[src/rtl/mem_ctrl_pkg.sv]
// Shared types for the buffered memory controller: FSM state encoding,
// access-size width and the packed request-entry width.
package mem_ctrl_pkg;

  localparam int SIZE_W = 2;

  typedef enum logic [1:0] {
    IDLE     = 2'd0,
    WAIT_RD  = 2'd1,
    WAIT_RDY = 2'd2
  } state_t;

  // One FIFO entry is {write, size, addr, data}.
  function automatic int req_width(input int addr_w, input int data_w);
    return 1 + SIZE_W + addr_w + data_w;
  endfunction

endpackage

[src/rtl/mem_ctrl_buf_req_fifo.sv]
// Synchronous request FIFO with a combinational head read. DEPTH must be a
// power of two so the pointers wrap naturally.
module req_fifo #(
  parameter int WIDTH = 8,
  parameter int DEPTH = 4
) (
  input  logic                     I_clk,
  input  logic                     I_reset,
  input  logic                     push,
  input  logic                     pop,
  input  logic [WIDTH-1:0]         wdata,
  output logic [WIDTH-1:0]         rdata,
  output logic                     full,
  output logic                     empty,
  output logic [$clog2(DEPTH):0]   count
);

  localparam int PTR_W = $clog2(DEPTH);
  localparam int CNT_W = PTR_W + 1;

  logic [WIDTH-1:0] mem [DEPTH];
  logic [PTR_W-1:0] wr_ptr;
  logic [PTR_W-1:0] rd_ptr;
  logic             do_push;
  logic             do_pop;

  // A push is refused when full, even if a pop frees a slot this cycle.
  assign do_push = push && !full;
  assign do_pop  = pop && !empty;

  assign full  = (count == CNT_W'(DEPTH));
  assign empty = (count == '0);
  assign rdata = mem[rd_ptr];

  always_ff @(posedge I_clk) begin
    if (!I_reset) begin
      wr_ptr <= '0;
      rd_ptr <= '0;
      count  <= '0;
    end else begin
      if (do_push) wr_ptr <= wr_ptr + PTR_W'(1);
      if (do_pop)  rd_ptr <= rd_ptr + PTR_W'(1);
      case ({do_push, do_pop})
        2'b10:   count <= count + CNT_W'(1);
        2'b01:   count <= count - CNT_W'(1);
        default: count <= count;
      endcase
    end
  end

  always_ff @(posedge I_clk) begin
    if (do_push) mem[wr_ptr] <= wdata;
  end

endmodule

[src/rtl/mem_ctrl_buf.sv]
// Buffered memory controller: CPU requests are queued in req_fifo and issued
// in order to the memory port. Optional read timeout via MEM_CTRL_TIMEOUT_EN.
module mem_ctrl_buf
  import mem_ctrl_pkg::*;
#(
  parameter int DATA_W      = 16,
  parameter int ADDR_W      = 16,
  parameter int DEPTH       = 4,
  parameter int TIMEOUT_CYC = 255
) (
  input  logic              I_clk,
  input  logic              I_reset,
  input  logic              I_exec,
  input  logic              I_write,
  input  logic [SIZE_W-1:0] I_size,
  input  logic [ADDR_W-1:0] I_addr,
  input  logic [DATA_W-1:0] I_data,
  output logic              O_ready,
  output logic [DATA_W-1:0] O_data,
  output logic              O_data_ready,
  output logic              O_busy,
  output logic              O_error,
  input  logic              MEM_ready,
  output logic              MEM_exec,
  output logic              MEM_write,
  output logic [ADDR_W-1:0] MEM_addr,
  output logic [SIZE_W-1:0] MEM_size,
  output logic [DATA_W-1:0] MEM_data_out,
  input  logic [DATA_W-1:0] MEM_data_in,
  input  logic              MEM_data_ready
);

  localparam int REQ_W = req_width(ADDR_W, DATA_W);
  localparam int CNT_W = $clog2(DEPTH) + 1;

  state_t            state;
  state_t            next_state;
  logic [REQ_W-1:0]  req_in;
  logic [REQ_W-1:0]  req_head;
  logic              fifo_full;
  logic              fifo_empty;
  logic [CNT_W-1:0]  fifo_count;
  logic              issue;
  logic              capture;
  logic              timeout_hit;

  assign req_in = {I_write, I_size, I_addr, I_data};

  req_fifo #(
    .WIDTH (REQ_W),
    .DEPTH (DEPTH)
  ) u_req_fifo (
    .I_clk   (I_clk),
    .I_reset (I_reset),
    .push    (I_exec),
    .pop     (issue),
    .wdata   (req_in),
    .rdata   (req_head),
    .full    (fifo_full),
    .empty   (fifo_empty),
    .count   (fifo_count)
  );

  assign O_ready = !fifo_full;
  assign O_busy  = (fifo_count != '0) || (state != IDLE);

  always_ff @(posedge I_clk) begin
    if (!I_reset) state <= IDLE;
    else          state <= next_state;
  end

  always_comb begin
    next_state = state;
    case (state)
      IDLE:     if (issue) next_state = req_head[REQ_W-1] ? WAIT_RDY : WAIT_RD;
      WAIT_RD:  if (MEM_data_ready || timeout_hit) next_state = WAIT_RDY;
      WAIT_RDY: if (MEM_ready) next_state = IDLE;
      default:  next_state = IDLE;
    endcase
  end

`ifdef MEM_CTRL_TIMEOUT_EN
  localparam int TO_W = $clog2(TIMEOUT_CYC + 1);
  logic [TO_W-1:0] to_cnt;

  always_ff @(posedge I_clk) begin
    if (!I_reset)             to_cnt <= '0;
    else if (issue)           to_cnt <= '0;
    else if (state == WAIT_RD) to_cnt <= to_cnt + TO_W'(1);
  end
`endif

  // Real read data arriving on the timeout cycle takes priority over the error.
  always_comb begin
    issue   = (state == IDLE) && !fifo_empty && MEM_ready;
    capture = (state == WAIT_RD) && MEM_data_ready;
`ifdef MEM_CTRL_TIMEOUT_EN
    timeout_hit = (state == WAIT_RD) && !MEM_data_ready &&
                  (to_cnt == TO_W'(TIMEOUT_CYC - 1));
`else
    timeout_hit = 1'b0;
`endif
  end

  always_ff @(posedge I_clk) begin
    if (!I_reset) begin
      MEM_exec     <= 1'b0;
      MEM_write    <= 1'b0;
      MEM_addr     <= '0;
      MEM_size     <= '0;
      MEM_data_out <= '0;
      O_data       <= '0;
      O_data_ready <= 1'b0;
    end else begin
      MEM_exec     <= issue;
      O_data_ready <= capture || timeout_hit;
      if (issue) begin
        MEM_write    <= req_head[REQ_W-1];
        MEM_size     <= req_head[REQ_W-2 -: SIZE_W];
        MEM_addr     <= req_head[DATA_W +: ADDR_W];
        MEM_data_out <= req_head[DATA_W-1:0];
      end
      if (capture)          O_data <= MEM_data_in;
      else if (timeout_hit) O_data <= '1;
    end
  end

`ifdef MEM_CTRL_TIMEOUT_EN
  always_ff @(posedge I_clk) begin
    if (!I_reset) O_error <= 1'b0;
    else          O_error <= timeout_hit;
  end
`else
  assign O_error = 1'b0;
`endif

endmodule

[config.mk]
export PLATFORM = sky130hd
export DESIGN_NAME = mem_ctrl_buf
export DESIGN_NICKNAME = d
export VERILOG_FILES = /design/src/rtl/mem_ctrl_pkg.sv /design/src/rtl/mem_ctrl_buf_req_fifo.sv /design/src/rtl/mem_ctrl_buf.sv
export SDC_FILE = /design/constraint.sdc
export NUM_CORES = 1
export LEC_CHECK = 0
export CELL_PAD_IN_SITES_DETAIL_PLACEMENT = 2
export CELL_PAD_IN_SITES_GLOBAL_PLACEMENT = 2
export CORE_MARGIN = 10
export CORE_UTILIZATION = 42
export DETAILED_ROUTE_END_ITERATION = 16
export PLACE_DENSITY = 0.92
export SLEW_MARGIN = 20
export SYNTH_ARGS = -nofsm -noshare
export SYNTH_HDL_FRONTEND = slang
export SYNTH_HIERARCHICAL = 1
export SYNTH_SLANG_ARGS = --single-unit
[constraint.sdc]
create_clock -name I_clk -period 6.29 [get_ports I_clk]
set_input_delay 0.9435 -clock I_clk [delete_from_list [all_inputs] [get_ports I_clk]]
set_output_delay 0.9435 -clock I_clk [all_outputs]
set_load 0.05 [all_outputs]
* Word-level counts from Yosys, hierarchy flattened
Memory sizes are Yosys's and may differ from the RTL's. A register that Yosys moved wholly into a read port is not among the register bits.
Cells that the tools add are included.
** Word-level totals
- Flip-flop bits (word level) :: 62
- RAM bits :: 140
- Input port bits :: 56
- Output and inout bits :: 56
- Word-level logic and storage cells :: 48
- Memories :: 1
** Operators by class
- $add $sub $neg :: 4
- Eq/ne operators :: 8
- Muxes and demuxes :: 10
- Reductions and logical operators :: 14
** Memories
- u_req_fifo.mem :: depth 4, bits a word 35, rd ports 1, clocked after memory_dff 1, wr ports 1, line mem_ctrl_buf_req_fifo.sv:21 : logic [WIDTH-1:0] mem [DEPTH];
** Operators with widths (count)
- $mux W2 :: 6
- $pmux W2 S3 :: 1
- $pmux W3 S2 :: 1
- $logic_and A1 B1 Y1 :: 5
- $add A2 B1 Y2 const B :: 2
- $eq A2 B1 Y1 const B :: 2
- $eq A2 B2 Y1 const B :: 2
- $ne A2 B2 Y1 const B :: 2
- $reduce_bool A2 Y1 :: 2
- $add A3 B1 Y3 const B :: 1
- $eq A3 B3 Y1 const B :: 1
- $logic_not A3 Y1 :: 1
- $reduce_and A3 Y1 :: 1
- $reduce_bool A3 Y1 :: 1
- $sub A3 B1 Y3 const B :: 1
- $logic_not A1 Y1 :: 2
- $logic_not A2 Y1 :: 1
- $mux W1 :: 2
- $ne A2 B1 Y1 const B :: 1
- $logic_or A1 B1 Y1 :: 1

* Depth between registers and ports, before layout
- Depth after elaboration :: 7
- Depth in mapped cells :: 11
- Mapped depth without buffers :: 9

* Cells and area by module
The synthesis kept the hierarchy.
** Modules (own cells, without submodules)
- req_fifo :: instances 1, cells an instance 237, area an instance 5577.8 um2, seq. area each 4384.2 um2
- mem_ctrl_buf :: instances 1, cells an instance 244, area an instance 2267.2 um2, seq. area each 1101.1 um2

* Worst setup path before layout
No wires, ideal clock.
- Path type :: input port to flip-flop
- Start :: input MEM_ready
- End :: register u_req_fifo.count[2]
- Arrival :: 2.844 ns
- Path slack :: 3.376 ns
- Cell stages on the path :: 10
- Buffers on the path :: 2
- Cells stage by stage :: nor4b_2 -> buf_6 -> buf_12 -> nor2b_1 -> ha_1 -> inv_1 -> fa_1 -> xor2_1 -> or3_1 -> a21boi_1
** On the way
- Cells in the longest elaborated chain, start to end :: 4
- Elaborated cells on any way between the ends :: 6
** Ends and longest elaborated chain
- start, declared :: line mem_ctrl_buf.sv:23 : input logic MEM_ready,
- $logic_and A1 B1 Y1 * :: line mem_ctrl_buf.sv:95 : issue = (state == IDLE) && !fifo_empty && MEM_ready;
- named net issue :: line mem_ctrl_buf.sv:43 : logic issue;
- $logic_and A1 B1 Y1 * :: line mem_ctrl_buf_req_fifo.sv:29 : assign do_pop = pop && !empty;
- named net u_req_fifo.do_pop :: line mem_ctrl_buf_req_fifo.sv:25 : logic do_pop;
- $eq A2 B1 Y1 / $eq A2 B2 Y1 (equally long branches) :: line mem_ctrl_buf_req_fifo.sv:43 : case ({do_push, do_pop})
- $pmux W3 S2 / $reduce_bool A2 Y1 (equally long branches)
- end signal, assigned :: line mem_ctrl_buf_req_fifo.sv:44 : 2'b10: count <= count + CNT_W'(1);
- end signal, assigned :: line mem_ctrl_buf_req_fifo.sv:45 : 2'b01: count <= count - CNT_W'(1);
- end signal, assigned :: line mem_ctrl_buf_req_fifo.sv:46 : default: count <= count;
- end, declared :: line mem_ctrl_buf_req_fifo.sv:15 : output logic [$clog2(DEPTH):0] count
Mark *: on every way through the listed nets, which the timed path passes. The rest lies on a longest branch.
A chain may end at the register's enable or synchronous reset.

* Final worst setup path
- Start :: input MEM_ready
- End :: register u_req_fifo.count[2]
** On the way
- Cells in the longest elaborated chain, start to end :: 4
- Elaborated cells on any way between the ends :: 6
** Ends and longest elaborated chain (line)
- $logic_and A1 B1 Y1 * :: mem_ctrl_buf.sv:95
- $logic_and A1 B1 Y1 * :: mem_ctrl_buf_req_fifo.sv:29
- named net u_req_fifo.do_pop :: mem_ctrl_buf_req_fifo.sv:25
- $eq A2 B1 Y1 / $eq A2 B2 Y1 (equally long branches) :: mem_ctrl_buf_req_fifo.sv:43
- $pmux W3 S2 / $reduce_bool A2 Y1 (equally long branches)
Marks and branches as above.

==> results.yml <==
status:
  outcome: "finished clean"
synth:
  netlist_instances: 481
  syn_nets: 543
  synth_ff_type: "edfxtp_1"
  synth_top_area_share: 0.536
  avgSynthCellArea_sq_um: 16.3
  synthArstFlopShare: 0
  synth_edf_count: 140
  synth_area_leaders: "edfxtp_1 (54%), dfxtp_1 (16%), mux4_2 (10%)"
  yosys.cell_types.count: 36
  synth_area_sq_um: 7850
  synth.largest_area_cell: "edfxtp_1"
  ys_ff_latch: 204
  yosys_warnings: 6
  ys_seq_area_frac: 0.699
setup_path:
  startpoint: "MEM_ready"
  critPathLaunchType: "input pin"
  crit_type: "input pin to flop"
  end_kind: "flop"
  slowest_stage: "buf_4"
  crit_path_max_incr_delay_ns: 0.61
  endpoint: "u_req_fifo/count[2]"
  cp_max_fo: 39
  worstRegToRegCells: 10
  reg2reg_to: "u_req_fifo/count[2]"
  r2r_slack_ns: 2.95
  cp.arrival_ns: 4.09
  cp.required_ns: 6.72
  r2r-start: "u_req_fifo/count[0]"
  path_cells: "clkdlybuf4s50_1 > nor4b_4 > buf_4 > nor2b_1 > ha_1 > inv_1 > fa_1 > xor2_1 > or3_1 > a21boi_1"
clock_tree:
  insertion_delay_ns: 0.50
  cts_tree: "done"
  root_buffer: "clkbuf_16"
  cts.sinks: 204
  cts_buffers: 22
  ctsResizeCount: 0
  postCtsSetupRepairBufs: 0
  clkTransAtPathRegs_ns: 0.06
  cts.htree.levels: 1
  hold_buffers: 0
  ctsLongestPathBuffers: 3
pwr:
  power.internal_mw: 2.70
  sw_frac_of_total: 0.292
  peakVddDrop_mv: 0.262
  p_switching_mw: 1.12
  seq_power_share: 0.430
  clockPowerShare: 0.353
  combPwrFrac: 0.216
  p_leak_nw: 3.25
  pwr_density_cell_nw_per_um2: 391
drt:
  detail_route.vias_per_cell: 5.30
  totalWireLength_microns: 21900
  drc: 0
  drt_pass1_iterations: 4
  routedWlPerCell_microns: 26.2
  num_vias: 4430
  drt_iter0_markers: 216
  postRouteAntennaNets: 0
sta:
  skew_ns: 0.00912
  setup_tns_ns: 0
  max_freq_ghz: 0.273
  finalMaxSlewViolations: 0
  setup_viol: 0
  hold-worst-slack_ns: 0.457
  grt_setup_unrepaired: "no"
  relSlewSlack: 0.291
  tightest_slew_ns: 1.06
  period_share: 0.582
  fin_crit_ns: 3.66
  hold_viol: 0
cells_and_area:
  area_delta_synth_final_pct: 24.6
  drive_gt1_frac: 0.144
  finalNetCount: 651
  nFillCells: 1598
run:
  cap_violations: 0
die:
  core_area_sq_um: 18100
  ios: 112
  die_y_microns: 157
  floorplan.initialDensity: 0.432
  row_count: 49
  dieArea_sq_um: 24500
  die_w_microns: 157
min_path:
  min_path_type: "flop to flop"
  hp-start: "O_data[12]"
global_route:
  grt_overflow: 0
  antenna_found_initial: 2
  grt_max_degree: 76
  grt_pass1_vias: 5073
  grt_use_total: 0.176
  grt_pass1_wl_microns: 32800
placement:
  portBuffers: 110
  routabilityCongestion: 0.702
  dp_hpwl_microns: 13200
-- per-layer routing --
metal | vias to the layer above | wire, microns | global-route usage
met5 | - | 0 | 0
li1 | 1984 | - | -
met1 | 2295 | 9030 | 0.211
met4 | 0 | 391 | 0.0490
met3 | 22 | 1170 | 0.0414
met2 | 129 | 11300 | 0.311
-- through the flow --
| stage | cells | util | area (sq um) | setup slack, ns | power [mW] |
|---|---|---|---|---|---|
| 2_1_floorplan | 481 | - | 7850 | 3.38 | 2.24 |
| 3_3_place_gp | 794 | 0.497 | 9020 | 2.51 | 2.43 |
| 3_5_place_dp | 794 | 0.497 | 9020 | 2.30 | 2.49 |
| 4_1_cts | 834 | 0.538 | 9770 | 2.60 | 3.87 |
| 5_1_grt | 836 | 0.539 | 9780 | 2.49 | 3.96 |
| 6_report | 836 | 0.539 | 9780 | 2.63 | 3.82 |
-- area by class of cell --
class / instances / area [sq um] / share of cell area
flip-flops and latches: 204 / 5490 / 0.561
multi-input cells: 241 / 2100 / 0.215
repair buffers: 113 / 1120 / 0.115
clock buffers: 30 / 622 / 0.0636
well taps: 229 / 287 / 0.0293
clock inverters: 10 / 130 / 0.0133
inverters: 7 / 26.3 / 0.00269
diodes: 2 / 5.00 / 0.000512
-- worst min-delay path by stage --
stage                             to  slack (ns)  cells past startpoint
global route        MEM_data_out[14]        0.49                      2
global placement          O_data[12]        0.44                      2
CTS                  MEM_data_out[1]        0.46                      2
detailed placement   MEM_data_out[1]        0.45                      2
finish                    O_data[12]        0.46                      2
floorplan                       flop        0.46                      2
-- sequential cells by signal (all words and copies together), names as in the netlist, named ones only --
register,cells
u_req_fifo/mem,140
MEM_addr,16
MEM_data_out,16
O_data,16
u_req_fifo/count,3
MEM_size,2
state,2
u_req_fifo/rd_ptr,2
u_req_fifo/wr_ptr,2
MEM_exec,1
MEM_write,1
O_data_ready,1
-- synth_stat cells (2+ instances only) --
cell	n
o21ai_0	6
ha_1	5
buf_4	2
buf_12	6
buf_6	3
mux2i_1	53
or3_1	2
nand2_1	110
clkbuf_1	7
buf_2	10
inv_1	6
nor2b_1	2
dfxtp_1	64
edfxtp_1	140
a21boi_1	2
and2_1	9
mux4_2	35
-- cell families after synthesis --
| kind of cell | share of synthesized area |
|---|---|
| other cells | 0.000478 |
| compound gates | 0.00781 |
| buf+inv | 0.0352 |
| simple gates | 0.0764 |
| mux | 0.168 |
| flops | 0.699 |
| fa+ha+maj | 0.0105 |
| xor+xnor | 0.00223 |
-- worst max-delay path: cells and delay by family --
kind | cells | cell delay (ns)
AOI/OAI and AO/OA | 1 | 0.17
xor gates and xnor gates | 1 | 0.17
adders and majority gates | 2 | 0.68
buffers and inverters | 3 | 1.22
and+or+nand+nor | 3 | 0.89
-- power groups by stage --
stage	clock [mW]	sequential [mW]	combinational, mW
finish	1.35	1.64	0.826
global route	1.44	1.65	0.875
CTS	1.38	1.64	0.841
detailed placement	0	1.67	0.822
global placement	0	1.65	0.781
floorplan	0	1.83	0.407
-- layout by cell type (no fill, tap or decap), types with 2 or more instances in the layout --
master             n
o21ai_0            6
nor2b_1            2
dfxtp_1           62
diode_2            2
mux4_2            35
clkinv_2           5
clkbuf_16         23
inv_1              6
ha_1               5
nand2_1          110
or3_1              2
dfxtp_2            2
clkbuf_1           5
bufinv_16          3
clkdlybuf4s50_1  109
mux2i_1           53
and2_2             4
clkbuf_8           2
clkinvlp_4         2
a21boi_1           2
buf_4              4
edfxtp_1         140
and2_1             5
Power figures use the tool's default switching activity.
